`config.mk`:
```
export PLATFORM = sky130hd
export DESIGN_NAME = shift_sequencer
export DESIGN_NICKNAME = d
export VERILOG_FILES = /design/src/rtl/shift_sequencer.sv
export SDC_FILE = /design/constraint.sdc
export NUM_CORES = 1
export LEC_CHECK = 0
export ABC_AREA = 0
export CAP_MARGIN = 25
export CORE_UTILIZATION = 43
export CTS_CLUSTER_DIAMETER = 100
export CTS_CLUSTER_SIZE = 40
export DETAILED_ROUTE_END_ITERATION = 8
export GPL_TIMING_DRIVEN = 0
export PLACE_DENSITY = 0.78
export SKIP_CTS_REPAIR_TIMING = 1
export SYNTH_ARGS = -nofsm -noshare
export SYNTH_HDL_FRONTEND = slang
export SYNTH_SLANG_ARGS = --single-unit
```
`constraint.sdc`:
```
create_clock -name clk -period 1.95 [get_ports clk]
set_input_delay 0.195 -clock clk [delete_from_list [all_inputs] [get_ports clk]]
set_output_delay 0.195 -clock clk [all_outputs]
set_load 0.005 [all_outputs]
```
`src/rtl/shift_sequencer.sv`:
```
// Command sequencer for the 4-bit universal shift register. It turns load/shift/rotate
// commands into per-cycle mode-select, parallel-data and serial-fill drive.
module shift_sequencer #(
  parameter int WIDTH = 4,
  parameter int CNT_W = 3
) (
  input  logic             clk,
  input  logic             clear,
  input  logic             cmd_valid,
  output logic             cmd_ready,
  input  logic [2:0]       cmd_op,
  input  logic [WIDTH-1:0] cmd_data,
  input  logic [CNT_W-1:0] cmd_count,
  input  logic             serial_in,
  input  logic [WIDTH-1:0] A_fb,
  output logic [1:0]       s,
  output logic [WIDTH-1:0] I,
  output logic             S_l,
  output logic             S_r,
  output logic             busy,
  output logic             done,
  output logic             err
);

  typedef enum logic [1:0] {IDLE, LOAD, SHIFT, DONE} state_t;
  typedef enum logic [2:0] {
    OP_LOAD = 3'd0,
    OP_SHL  = 3'd1,
    OP_SHR  = 3'd2,
    OP_ROTL = 3'd3,
    OP_ROTR = 3'd4
  } op_t;

  state_t           state, state_nx;
  logic [2:0]       op;
  logic [WIDTH-1:0] data;
  logic [CNT_W-1:0] cnt;
  logic             err_q;
  logic             accept;
  logic             illegal;
  logic             unused_fb;

  assign accept    = cmd_valid && (state == IDLE);
  assign illegal   = (cmd_op > 3'd4);
  assign unused_fb = ^A_fb;

  always_ff @(posedge clk or posedge clear) begin
    if (clear) begin
      state <= IDLE;
      op    <= '0;
      data  <= '0;
      cnt   <= '0;
      err_q <= 1'b0;
    end else begin
      state <= state_nx;
      err_q <= accept && illegal;
      if (accept) begin
        op   <= cmd_op;
        data <= cmd_data;
        cnt  <= cmd_count;
      end else if (state == SHIFT) begin
        cnt <= cnt - CNT_W'(1);
      end
    end
  end

  always_comb begin
    state_nx = state;
    case (state)
      IDLE: begin
        if (accept && !illegal) begin
          if (cmd_op == OP_LOAD)              state_nx = LOAD;
          else if (cmd_count == '0)           state_nx = DONE;
          else                                state_nx = SHIFT;
        end
      end
      LOAD:    state_nx = DONE;
      SHIFT:   if (cnt == CNT_W'(1)) state_nx = DONE;
      DONE:    state_nx = IDLE;
      default: state_nx = IDLE;
    endcase
  end

  // Rotates feed the register's own end bit back in, so S_l/S_r depend live on A_fb.
  always_comb begin
    s   = 2'b11;
    I   = '0;
    S_l = 1'b0;
    S_r = 1'b0;
    if (state == LOAD) begin
      s = 2'b00;
      I = data;
    end else if (state == SHIFT) begin
      case (op)
        OP_SHL:  begin s = 2'b01; S_l = serial_in;    end
        OP_ROTL: begin s = 2'b01; S_l = A_fb[WIDTH-1]; end
        OP_SHR:  begin s = 2'b10; S_r = serial_in;    end
        OP_ROTR: begin s = 2'b10; S_r = A_fb[0];      end
        default: s = 2'b11;
      endcase
    end
  end

  assign cmd_ready = (state == IDLE);
  assign busy      = (state == LOAD) || (state == SHIFT);
  assign done      = (state == DONE);
  assign err       = err_q;

endmodule

```
==> results.tsv, run 1 <==
stage	metric	value	unit
critical_path	crit path to	cmd_ready	
logic_synthesis	Seq/Total Area, Yosys	39.57	%
sta	relative slew slack	65.55	%
logic_synthesis	mapped cell area	822.0	um^2
run	Max-Cap Viols	0	
sta	fmax	536.1	MHz
routing	Residual DRC	0	
cells_and_area	synthesis-to-layout area growth	42.92	%
critical_path	Reg2Reg Capture Point	op[2]$_DFFE_PP0P_	
power	Pwr Total	1.680	mW
placed_design	RePlAce Congestion	0.7006	
floorplan	Die X	45.73	um
cts	Clock transition at path regs	80	ps
cells_and_area	fillers	148	
logic_synthesis	post-synth top area share	39.57	%
routing	Routed Antenna Nets	0	
global_routing	first-pass GRT wire length	2.601	mm
cells_and_area	Reg area	325.3	um^2
global_routing	vias in the first global route	600	
logic_synthesis	Mapped Nets	97	
routing	final WL	1.669	mm
cells_and_area	NumNets Final	129	
floorplan	I/O pin cnt	30	
cts	maximum clock insertion buffer count	2	
critical_path	Setup CP Type	register to primary output	
cts	TritonCTS buffer count	3	
routing	wire per inst	13.04	um
logic_synthesis	Synth Register Bits	13	
sta	# setup viols final	0	
floorplan	core area	1764	um^2
critical_path	Reg2Reg Depth	5	
logic_synthesis	ranking of synthesized cells by area	dfrtp_1, ha_1, mux2_4	
sta	Hold Fails Final Rpt	0	
cells_and_area	Multi-input gate area	466.7	um^2
power	Leak	0.5645	nW
floorplan	die footprint	2091	um^2
routing	Initial DRC Count	8	
routing	routed vias	624	
cts	CTS tree	built	
sta	fin crit share	95.66	%
global_routing	largest net degree at the start of global routing	14	
sta	Fin Clk Skew	4.463	ps
sta	slew of the pin with the lowest slew margin	516.2	ps
routing	detail-routed via count per cell	4.875	
placed_design	I/O Buffers	27	
logic_synthesis	Syn. warnings	0	
routing	Pre-Repair DR Iteration Count	4	
power	Pwr Density	1430	nW/um^2
cells_and_area	Finished Core Util	66.60	%
min_path	min-delay worst type	input pin to asynchronous set/reset pin	
cts	Worst-Skew Late Latency	280	ps
cells_and_area	ant diodes	0	
placed_design	DP HPWL	1.267	mm
critical_path	Reg2Reg Setup Slack	390	ps
run_status	outcome	finished clean	
critical_path	CP Max Fanout	4	
logic_synthesis	Synth cell types	28	
cts	root buf cell	clkbuf_4	
global_routing	GRT Overall Usage	18.00	%
sta	RSZ-0062 raised after global routing	no	
global_routing	antenna violations before repair	0	
floorplan	initial core utilization	46.60	%
power	peak supply drop	0.9619	mV
cells_and_area	fraction of layout cells with a size suffix above 1	17.48	%
floorplan	DIE HEIGHT	45.73	um
sta	crit path time final	1865	ps
global_routing	GR Overflow Total	0	
critical_path	crit path DAT	1670	ps
critical_path	Req. time, crit path	1750	ps
logic_synthesis	post-synth top area cell	dfrtp_1	
critical_path	CP Launch Type	register	
critical_path	reg-to-reg critical path startpoint	state[1]$_DFFE_PP0P_	
logic_synthesis	Mapped Avg Cell Area	11.42	um^2
critical_path	CP endpoint kind	primary output	
sta	Slew Limit Fails	0	
cts	CTS HTree Levels	1	
critical_path	Critical Path Start	state[1]$_DFFE_PP0P_	
cts	# clock sinks	13	
logic_synthesis	cell count after synthesis	72	
floorplan	Rows	15	
==> registers in the layout, indices dropped and copies added, names as in the netlist <==
signal and count:
data 4, state 2, op 3, err 1
cnt 3
==> worst max-delay path, stage by stage, from the launching register on <==
cell	delay [ps]
dfrtp_1	400
inv_1	150
ha_1	300
clkdlybuf4s50_1	540
==> stage by stage <==
| step | cell area [um^2] | TNS (ps) | hold slack [ps] | cells | worst slack (ps) |
|---|---|---|---|---|---|
| final | 1175 | 0 | 241.6 | 128 | 84.54 |
| after global routing | 1175 | 0 | 291.7 | 128 | 17.86 |
| after CTS | 1150 | -1024 | 263.5 | 128 | -359.8 |
| after detailed placement | 1124 | -38.59 | 490.0 | 124 | -38.59 |
| after global placement | 1124 | 0 | 480.4 | 124 | 30.48 |
| after floorplan | 822.0 | 0 | 71.96 | 72 | 519.9 |
==> cell families (layout without fill, tap and decap cells) <==
group	Yosys count	in the layout	share of synthesized area, %
xor gates and xnor gates	3	3	3.197
DFF	13	13	39.57
buffers and inverters	9	40	5.175
muxes	11	11	16.89
AOI/OAI and AO/OA	10	10	10.20
and+or+nand+nor	19	19	14.31
adders and majority gates	7	7	10.65
==> cells in the mapped netlist <==
master / count
ha_1: 7
nand3b_1: 1
a221oi_4: 1
o21a_1: 1
nand2_1: 1
xor2_1: 2
nand2b_1: 1
and2_1: 4
nand2_2: 1
a211oi_1: 2
nor2_1: 3
nor4_1: 1
mux2i_1: 3
dfrtp_1: 13
buf_2: 1
nand2b_4: 1
xnor2_1: 1
a31oi_1: 2
o21bai_1: 1
buf_6: 1
mux2_4: 5
nor2b_1: 3
inv_1: 7
nor4b_1: 1
nor3_1: 1
mux2_2: 3
a21oi_1: 3
nand3_1: 1
==> layer usage <==
metal,GRT usage [%],up-vias,wire length [um]
met1,24.26,295,739
met5,0,-,0
met3,2.381,4,62
li1,-,307,-
met4,10.59,0,31
met2,27.43,18,835
==> worst min-delay path by stage <==
stage / endpoint / slack, ps / startpoint
finish: op[0]$_DFFE_PP0P_ / 240 / clear
global route: op[0]$_DFFE_PP0P_ / 290 / clear
CTS: op[0]$_DFFE_PP0P_ / 260 / clear
detailed placement: data[1]$_DFFE_PP0P_ / 490 / data[1]$_DFFE_PP0P_
global placement: data[2]$_DFFE_PP0P_ / 480 / data[2]$_DFFE_PP0P_
floorplan: cnt[0]$_DFFE_PP0P_ / 70 / clear
==> layout make-up <==
class	count	share of cell area, %
multi-input cells	50	39.72
flip-flops and latches	13	27.69
repair buffers	27	23.86
well taps	25	2.662
clock buffers	4	2.236
inverters	7	2.236
plain buffers	2	1.597
==> power breakdown <==
group          switching (mW)  internal, mW
registers               0.114         0.404
logic                   0.392         0.600
clock network          0.0897        0.0793
total                   0.596          1.08
==> layout by cell type, fill, tap and decap left out <==
master           Yosys  routed
clkdlybuf4s50_1      0      23
dfrtp_1             13      13
inv_1                7       6
ha_1                 7       6
mux2_4               5       5
and2_1               4       4
dlymetal6s2s_1       0       4
nor2_1               3       3
a21oi_1              3       3
nor2b_1              3       3
mux2i_1              3       3
mux2_2               3       3
clkbuf_4             0       3
xor2_1               2       2
a211oi_1             2       2
a31oi_1              2       2
nand2_2              1       1
buf_6                1       1
buf_4                0       1
nand2_1              1       1
nor4b_1              1       1
o21bai_1             1       1
nand2b_4             1       1
o21a_1               1       1
a221oi_4             1       1
inv_2                0       1
nor3_1               1       1
nand3_1              1       1
nand3b_1             1       1
nand2b_1             1       1
nor4_1               1       1
xnor2_1              1       1
ha_4                 0       1
clkbuf_1             0       1
No activity file was read; power rests on OpenSTA's default activity.
==> run 2: changes to the inputs <==
- CORE_ASPECT_RATIO: default -> 1.2
- CORE_UTILIZATION: 43 -> 45
- CTS_BUF_LIST: default -> sky130_fd_sc_hd__clkbuf_2 sky130_fd_sc_hd__clkbuf_4 sky130_fd_sc_hd__clkbuf_8
- PLACE_DENSITY: 0.78 -> 0.81
==> results.tsv, run 2 (synthesized netlist as in run 1, its figures left out) <==
stage	metric	value	unit	change
cells_and_area	fraction of layout cells with a size suffix above 1	22.33	%	+4.9 points
sta	Slew Limit Fails	0		unchanged
sta	Fin Clk Skew	7.308	ps	+2.845 ps
power	sequential power share	30.2	%	-0.7 points
cells_and_area	ant diodes	0		unchanged
cts	CTS HTree Levels	1		unchanged
floorplan	I/O pin cnt	30		unchanged
global_routing	GR Overflow Total	0		unchanged
sta	# setup viols final	0		unchanged
cells_and_area	Biggest register	data		
power	Switching Power	0.6292	mW	+5.5%
power	Pwr Density	1465	nW/um^2	+2.5%
cells_and_area	most common cell after layout, fill and taps aside	clkdlybuf4s50_1		
cts	root buf cell	clkbuf_4		
routing	final WL	1.860	mm	+11%
cts	TritonCTS buffer count	3		unchanged
cells_and_area	most frequent cells in the layout	clkdlybuf4s50_1, dfrtp_1, inv_1		
routing	Initial DRC Count	3		-5
power	Net Sw Frac	36.21	%	+0.71 points
global_routing	largest net degree at the start of global routing	14		unchanged
cells_and_area	NumNets Final	129		unchanged
cts	maximum clock insertion buffer count	2		unchanged
critical_path	reg-to-reg critical path startpoint	state[1]$_DFFE_PP0P_		
run_status	outcome	finished clean		
placed_design	placed cell count	117		-5.6%
power	Leak	0.5661	nW	+0.28%
power	Int Pwr	1.108	mW	+2.3%
placed_design	RePlAce Congestion	0.6984		-0.31%
placed_design	I/O Buffers	27		unchanged
cts	# clock sinks	13		unchanged
global_routing	antenna violations before repair	0		unchanged
floorplan	die footprint	2002	um^2	-4.2%
global_routing	first-pass GRT wire length	2.898	mm	+11%
sta	Hold Fails Final Rpt	0		unchanged
cells_and_area	biggest regs	data x4, cnt x3, op x3		
cts	Clock transition at path regs	90	ps	about the same
sta	fmax	534.5	MHz	-0.29%
floorplan	Die X	41.02	um	-10%
cells_and_area	max FFs per register	4		unchanged
routing	Pre-Repair DR Iteration Count	2		-2
power	peak supply drop	0.8720	mV	-9.3%
sta	fin crit share	95.94	%	+0.28 points
floorplan	Rows	16		+1
critical_path	CP Max Fanout	7		+3
routing	Routed Antenna Nets	0		unchanged
placed_design	DP HPWL	1.434	mm	+13%
floorplan	core area	1662	um^2	-5.8%
cells_and_area	synthesis-to-layout area growth	44.29	%	
cts	Worst-Skew Late Latency	270	ps	about the same
global_routing	vias in the first global route	653		+8.8%
sta	crit path time final	1871	ps	+5.447 ps
sta	slew of the pin with the lowest slew margin	510.0	ps	-6.166 ps
floorplan	DIE HEIGHT	48.82	um	+6.8%
routing	Residual DRC	0		unchanged
min_path	min-delay worst type	input pin to asynchronous set/reset pin		
sta	RSZ-0062 raised after global routing	yes		
cells_and_area	Finished Core Util	71.39	%	+4.8 points
sta	Setup WS post-layout	79.09	ps	-5.447 ps
placed_design	dpl ws	-103.8	ps	-65.20 ps
critical_path	Critical Path Start	state[1]$_DFFE_PP0P_		
critical_path	critical path's slowest cell	clkdlybuf4s50_1		
global_routing	GRT Overall Usage	21.26	%	+3.3 points
critical_path	CP Launch Type	register		
critical_path	Req. time, crit path	1750	ps	about the same
cells_and_area	Finished Layout Cells	121		-5.5%
critical_path	CP endpoint kind	primary output		
critical_path	CP Cell Sequence	inv_1, ha_4, and2_1, clkdlybuf4s50_1		
critical_path	crit path DAT	1680	ps	about the same
routing	wire per inst	15.37	um	+18%
sta	relative slew slack	65.96	%	+0.41 points
power	Combinational Power Share	59.3	%	+0.2 points
power	clock share of power	10.5	%	+0.4 points
run	Max-Cap Viols	0		unchanged
cts	CTS tree	built		
floorplan	initial core utilization	49.47	%	+2.9 points
routing	routed vias	615		-1.4%
routing	detail-routed via count per cell	5.083		+4.3%
critical_path	Setup CP Type	register to primary output		
critical_path	CP peak stage delay	490	ps	-50 ps
## run 2: cell counts in the layout (fill, tap and decap cells not counted)
No cell type changed its count.
## run 2: stage by stage
| stage | instance area, um^2 | hold slack, ps | TNS, ps | power, mW |
|---|---|---|---|---|
| 2_1_floorplan | 822.0 | 71.96 | 0 | 1.151 |
| 3_3_place_gp | 1115 | 480.1 | 0 | 1.461 |
| 3_5_place_dp | 1115 | 485.5 | -103.8 | 1.519 |
| 4_1_cts | 1145 | 260.1 | -1068 | 1.705 |
| 5_1_grt | 1186 | 287.7 | -10.80 | 1.878 |
| 6_report | 1186 | 243.7 | 0 | 1.737 |
## run 2: area by class of cell
class	instances	area, um^2
buffer	2	18.77
clock buffer	4	30.03
fill	116	475.5
inverter	7	26.28
multi-input combinational	50	481.7
sequential	13	326.6
tap	18	22.52
timing repair buffer	27	280.3
## run 2: power by group through the flow
stage	clock [mW]	sequential, mW	combinational (mW)
3_5_place_dp	0	0.515	1.00
4_1_cts	0.185	0.510	1.01
3_3_place_gp	0	0.501	0.960
2_1_floorplan	0	0.487	0.664
6_report	0.183	0.524	1.03
5_1_grt	0.206	0.542	1.13
## run 2: layer usage
layer / share of wire [%] / wire, um / vias to the layer above / track usage (%)
li1: - / - / 308 / -
met1: 43 / 806 / 289 / 28.01
met2: 52 / 965 / 16 / 33.59
met3: 4.1 / 77 / 2 / 1.826
met4: 0.54 / 10 / 0 / 9.444
met5: 0 / 0 / - / 0
## run 2: path summary, 6_finish.rpt
path | to | slack [ps] | cells after the start
worst max-delay path | I[1] | 80 | 4
worst min-delay path | state[1]$_DFFE_PP0P_ | 240 | 2
worst max register to register | state[1]$_DFFE_PP0P_ | 310 | 5
worst min register to register | data[1]$_DFFE_PP0P_ | 500 | 1
max in group asynchronous | state[0]$_DFFE_PP0P_ | 1330 | 2
min in group clk | data[1]$_DFFE_PP0P_ | 500 | 1
## run 2: critical path: cells and delay by family (launching register included)
family                     cells  cell delay [ps]
adders and majority gates      1              200
buffers and inverters          2              660
and+or+nand+nor                1              130
DFF                            1              410
